`config.mk`:
```
export PLATFORM = sky130hd
export DESIGN_NAME = demux4_stream
export DESIGN_NICKNAME = d
export VERILOG_FILES = /design/src/rtl/demux4_pkg.sv /design/src/rtl/demux_slot.sv /design/src/rtl/demux4_stream.sv
export SDC_FILE = /design/constraint.sdc
export NUM_CORES = 1
export LEC_CHECK = 0
export CORE_MARGIN = 4
export CORE_UTILIZATION = 48
export DETAILED_ROUTE_END_ITERATION = 8
export GPL_TIMING_DRIVEN = 0
export HOLD_SLACK_MARGIN = 0.02
export PLACE_DENSITY_LB_ADDON = 0.15
export SYNTH_ARGS = -nofsm -noshare
export SYNTH_HDL_FRONTEND = slang
export SYNTH_HIERARCHICAL = 1
export SYNTH_SLANG_ARGS = --single-unit
```
`constraint.sdc`:
```
create_clock -name clk -period 2.3 [get_ports clk]
set_input_delay 0.69 -clock clk [delete_from_list [all_inputs] [get_ports clk]]
set_output_delay 0.69 -clock clk [all_outputs]
set_load 0.01 [all_outputs]
```
`src/rtl/demux4_pkg.sv`:
```
// Shared constants for the 1-to-4 stream demultiplexer.
// Latency: n/a (package only).
// Backpressure: n/a (package only).
package demux4_pkg;

    localparam int NUM_CH = 4;
    localparam int SEL_W  = 2;

    localparam int CH_A = 0;
    localparam int CH_B = 1;
    localparam int CH_C = 2;
    localparam int CH_D = 3;

    // Bit offset of channel ch inside a flat bus of per-channel fields of width w.
    function automatic int ch_off(input int ch, input int w);
        return ch * w;
    endfunction

endpackage

```
`src/rtl/demux_slot.sv`:
```
// One-entry registered holding slot with a saturating accept counter.
// Latency: a word written at an edge is presented on valid/data the next cycle.
// Backpressure: can_accept = empty or draining this cycle; data is frozen while full and stalled.
//
// Ports:
//   clk, rst_n   clock, synchronous active-low reset (clears valid, data, count)
//   wr_en        write wr_data into the slot this edge (caller guarantees can_accept)
//   wr_data      word to store
//   rd_ready     consumer accepts the held word this edge
//   clr          synchronous counter clear, wins over a same-edge increment
//   valid/data   held word and its valid flag
//   count        saturating count of writes
//   can_accept   slot can take a word this edge
module demux_slot #(
    parameter int WIDTH = 4,
    parameter int CNT_W = 8
) (
    input  logic             clk,
    input  logic             rst_n,
    input  logic             wr_en,
    input  logic [WIDTH-1:0] wr_data,
    input  logic             rd_ready,
    input  logic             clr,
    output logic             valid,
    output logic [WIDTH-1:0] data,
    output logic [CNT_W-1:0] count,
    output logic             can_accept
);

    logic             valid_q, valid_d;
    logic [WIDTH-1:0] data_q,  data_d;
    logic [CNT_W-1:0] count_q, count_d;

    // Drain and refill can happen on the same edge, so a ready consumer frees the slot.
    assign can_accept = ~valid_q | rd_ready;

    always_comb begin
        valid_d = valid_q;
        data_d  = data_q;
        count_d = count_q;

        if (wr_en) begin
            valid_d = 1'b1;
            data_d  = wr_data;
        end else if (valid_q && rd_ready) begin
            // Data is left as-is when the slot empties; only the flag drops.
            valid_d = 1'b0;
        end

        if (clr) begin
            count_d = '0;
        end else if (wr_en && (count_q != '1)) begin
            count_d = count_q + CNT_W'(1);
        end
    end

    always_ff @(posedge clk) begin
        if (!rst_n) begin
            valid_q <= 1'b0;
            data_q  <= '0;
            count_q <= '0;
        end else begin
            valid_q <= valid_d;
            data_q  <= data_d;
            count_q <= count_d;
        end
    end

    assign valid = valid_q;
    assign data  = data_q;
    assign count = count_q;

endmodule

```
`src/rtl/demux4_stream.sv`:
```
// 1-to-4 valid/ready stream demultiplexer with per-channel registered slots and counters.
// Latency: one cycle from accept to out_valid[k]; 1 word/cycle into a channel whose out_ready is high.
// Backpressure: in_ready follows only the selected channel; a full stalled target blocks the input (no reordering).
//
// Ports:
//   clk, rst_n        clock, synchronous active-low reset
//   in_data/in_sel    input word and destination channel (0=a .. 3=d), qualified by in_valid
//   in_ready          combinational: selected slot empty or draining
//   out_data          channel k word at [k*WIDTH +: WIDTH]
//   out_valid/ready   per-channel handshake, bit k = channel k
//   clr_cnt           clear all counters
//   cnt               channel k accept count at [k*CNT_W +: CNT_W]
module demux4_stream
    import demux4_pkg::*;
#(
    parameter int WIDTH = 4,
    parameter int CNT_W = 8
) (
    input  logic                    clk,
    input  logic                    rst_n,
    input  logic [WIDTH-1:0]        in_data,
    input  logic [SEL_W-1:0]        in_sel,
    input  logic                    in_valid,
    output logic                    in_ready,
    output logic [NUM_CH*WIDTH-1:0] out_data,
    output logic [NUM_CH-1:0]       out_valid,
    input  logic [NUM_CH-1:0]       out_ready,
    input  logic                    clr_cnt,
    output logic [NUM_CH*CNT_W-1:0] cnt
);

    logic [NUM_CH-1:0] can_acc;
    logic [NUM_CH-1:0] wr_en;
    logic              accept;

    assign in_ready = can_acc[in_sel];
    assign accept   = in_valid & in_ready;

    for (genvar k = 0; k < NUM_CH; k++) begin : g_ch
        assign wr_en[k] = accept && (in_sel == SEL_W'(k));

        demux_slot #(
            .WIDTH (WIDTH),
            .CNT_W (CNT_W)
        ) u_slot (
            .clk        (clk),
            .rst_n      (rst_n),
            .wr_en      (wr_en[k]),
            .wr_data    (in_data),
            .rd_ready   (out_ready[k]),
            .clr        (clr_cnt),
            .valid      (out_valid[k]),
            .data       (out_data[ch_off(k, WIDTH) +: WIDTH]),
            .count      (cnt[ch_off(k, CNT_W) +: CNT_W]),
            .can_accept (can_acc[k])
        );
    end

endmodule

```
---- Word-level counts from Yosys, hierarchy flattened ----
Cells that the tools add are included.
storage, ports and cells
  bits in registers ....................... 52
  output and inout port bits .............. 53
operators by class
  $lt $le $gt $ge ......................... 1
  $add $sub $neg .......................... 4
  reductions and logical operators ........ 18
  mux-type cells .......................... 10
  bitwise operators ....................... 10
  eq/ne operators ......................... 7
operator list
  operator             number
  $add 8x1->8 const B  4
  $ne 8x8->1 const B   4
  $logic_and 1x1->1    12
  $mux 1               9
  $reduce_bool 2->1    4
  $not 1->1            5
  $eq 2x2->1 const B   2
  $or 1x1->1           4
  $lt 2x3->1 const B   1
  $bmux 1 s2           1
  $eq 2x1->1 const B   1
  $logic_not 2->1      1
  $reduce_or 2->1      1
  $and 1x1->1          1

---- Longest topological paths before layout ----
  word-level depth ........................ 7
  mapped depth ............................ 6

---- By module ----
The synthesis kept the hierarchy.
by module, submodules not included
  module         seq. area each (um2)  instances  cells an instance  area an instance (um2)
  demux_slot     260.2                 4          66                 621.8
  demux4_stream  0.0                   1          5                  67.6

---- Worst setup path before layout ----
OpenSTA, ideal clock, no wires.
  path kind ............................... input to output
  start point ............................. input out_ready[3]
  end point ............................... output in_ready
  path buffers ............................ 0
  setup slack ............................. 0.285 ns
  stages on the path ...................... 2
  data arrival time ....................... 1.325 ns
  path through ............................ nand2b_1 > mux4_2
between the ends
  cells in the longest elaborated chain, start to end .. 3
RTL lines
  item                          RTL line             source
  start: declaration            demux4_stream.sv:27  input logic [NUM_CH-1:0] out_ready,
  $or 1x1->1                    demux_slot.sv:35     assign can_accept = ~valid_q | rd_ready;
  $bmux 1 s2                    demux4_stream.sv:36  assign in_ready = can_acc[in_sel];
  $mux 1 (implied by the code)  demux4_stream.sv:36
  end: declaration              demux4_stream.sv:24  output logic in_ready,
No other way between the ends. The select of a mux whose other input is x is not followed.

---- Final worst setup path ----
  start point ............................. input out_ready[3]
  end point ............................... output in_ready
between the ends
  cells in the longest elaborated chain, start to end .. 3
RTL lines
  item                          RTL line             source
  $or 1x1->1                    demux_slot.sv:35
  named net can_acc[3]          demux4_stream.sv:32  logic [NUM_CH-1:0] can_acc;
  $bmux 1 s2                    demux4_stream.sv:36
  $mux 1 (implied by the code)  demux4_stream.sv:36
The timed path passes the listed nets, and every way through them passes these cells. The select of a mux whose other input is x is not followed.

==> out/metrics.cfg <==
[run_status]
status=completed

[sta]
fin_crit_ps=2232
finalHoldViolCount=0
tightestPinTransition_ps=794.1
rsz0062_at_grt=false
worst_hold_slack_ps=503.4
setup_viol=0
period_share_pct=97.04
skew_ps=3.288
slew_headroom_pct=47.06
slew_viol_final=0
clock.fmax_mhz=448.1

[route]
vias=2237
first_iter_violations=59
wirelength_um=5812
first_pass_iters=4
drc=0
avgRoutedWirePerCell_um=14.04
ant_nets=0
via_per_inst=5.403

[cts]
cts_tree=built
worstSkewPairLatency_ps=290
cts_buffer_depth=2
root_buffer=clkbuf_8
htree_levels=2
clock_sinks=52
clk_pin_slew_worst_paths_ps=90
cts_hold_buf=0
cts-buffers-inserted=5

[die]
start_util_pct=49.71
core_area_um2=5140
dieArea_um2=6554
die_x_um=80.96
core.rowCount=26
pin_count=67
die-height_um=80.96

[layout]
layout-drive-gt1-share_pct=11.05
n_fill_cell=456
final_nets=361
syn_to_final_growth_pct=33.30
final_area_um2=3406
antennaDiodeCount=0

[setup_path]
cp.required_ps=1610
cp_max_fo=2
crit_type=primary input to output pin
endpoint_kind=output pin
crit_arrival_ps=1540
start_kind=primary input

[synth]
synth_area_per_cell_um2=9.498
ys_warn_count=6
synthTopCellsByArea=dfxtp_1 41%, mux2i_1 9.4%, nor2b_1 4.9%
synth_area_um2=2555
synth.distinct_cells=30
synth_common_cells=52 x dfxtp_1, 28 x nand2_1, 24 x a21oi_1, 24 x mux2i_1, 20 x nor2b_1
ys_seq_area_share_pct=40.74
synth_flop_cell=dfxtp_1
synthArstFlopShare_pct=0
synth_cells=269
yosys.area.top_type_share_pct=40.74
yosysMostFrequentCell=dfxtp_1
synth_nets=287
yosysTopAreaCell=dfxtp_1
synth_edf_count=0
ys_ff_latch=52

[placed_design]
placed_area_um2=3303
port_buffers=66
place.gp.congestion=0.8427
dp_hpwl_um=4132

[pwr]
finalPower_mw=1.596
powerDensity_nw_per_um2=468.6
p_leak_nw=1.202
ir_drop_uv=422.1

[global_route]
grt_max_degree=29
grt.overflow.total=0
antenna_found_initial=0
grt_pass1_wl_um=9439
first_global_vias=2096
grt.total_usage_pct=18.08

[worst_hold_path]
worstHoldPathType=flop to flop

[job]
maxCapViolCount=0

==> logic make-up (layout without fill, tap and decap cells) <==
family	count (synthesis)	in the layout	synth area share (%)
adder cells (fa/ha/maj)	4	4	1.959
AND/OR/NAND/NOR	112	112	27.62
AO/OA/AOI/OAI	60	60	15.28
multiplexers	25	25	10.28
buffers and inverters	16	91	4.113
flip-flops	52	52	40.74
==> where the power goes <==
part	leakage, nW	total (mW)	internal, mW	switching, mW
logic	0.736	0.146	0.0774	0.0688
registers	0.420	0.924	0.914	0.0104
clock network	0.0455	0.526	0.246	0.280
==> flip-flops by register name, indices dropped and copies added, names as in the netlist <==
signal,count
g_ch.u_slot/data,16
g_ch.u_slot/count,32
g_ch.u_slot/valid,4
==> metrics by stage <==
step	util, %	setup WS [ps]	setup TNS, ps	std cells
global route	66.26	26.97	0	414
floorplan	-	285.1	0	269
finish	66.26	68.18	0	414
CTS	66.63	1.696	0	414
global placement	64.26	-639.5	-6834	405
detailed placement	64.26	-643.2	-7061	405
==> routing by layer <==
layer	vias up	routed length (um)	track usage (%)
met5	-	0	0
met4	0	27	5.236
met3	2	428	5.543
met2	56	2617	28.82
met1	1033	2739	23.59
li1	1146	-	-
==> critical path: stages <==
cell,delay (ps)
buf_2,100
nand2b_4,140
mux4_2,480
buf_6,140
==> cell type report <==
class                           count  area, um^2  area share (%)
Sequential cell                    52        1041           30.57
Tap cell                           70       87.58           2.572
Inverter                            4       15.01          0.4409
Buffer                             12       90.09           2.645
Clock buffer                        8       90.09           2.645
Timing Repair Buffer               67       643.1           18.88
Multi-Input combinational cell    201        1439           42.25
==> what timing repair did <==
action / in CTS / in global routing
setup endpoints to repair: 9 / 2
setup buffers: 1 / 0
endpoints found under the hold margin: 0 / 0
gates resized for setup: 22 / 5
==> placed cells by master, fill, tap and decap left out, types with 5 or more instances in the layout <==
master	count
nor2b_1	20
dfxtp_1	52
a21oi_1	24
and4_2	5
a21boi_0	8
mux2i_1	24
buf_6	5
o21ai_0	12
nand2_1	28
clkbuf_8	6
buf_4	5
or4b_1	8
nand2b_1	8
clkdlybuf4s50_1	58
nand4_1	8
clkbuf_1	6
==> path summary, 6_finish.rpt <==
kind	start	end	slack, ps	depth (start not counted)
min	g_ch[1].u_slot/count[5]	g_ch[1].u_slot/count[5]	500	2
max reg2reg	g_ch[3].u_slot/valid	g_ch[3].u_slot/count[6]	520	7
min reg2reg	g_ch[1].u_slot/count[5]	g_ch[1].u_slot/count[5]	500	2
max	out_ready[3]	in_ready	70	4
Note: power is estimated with default switching activity, not from simulation.
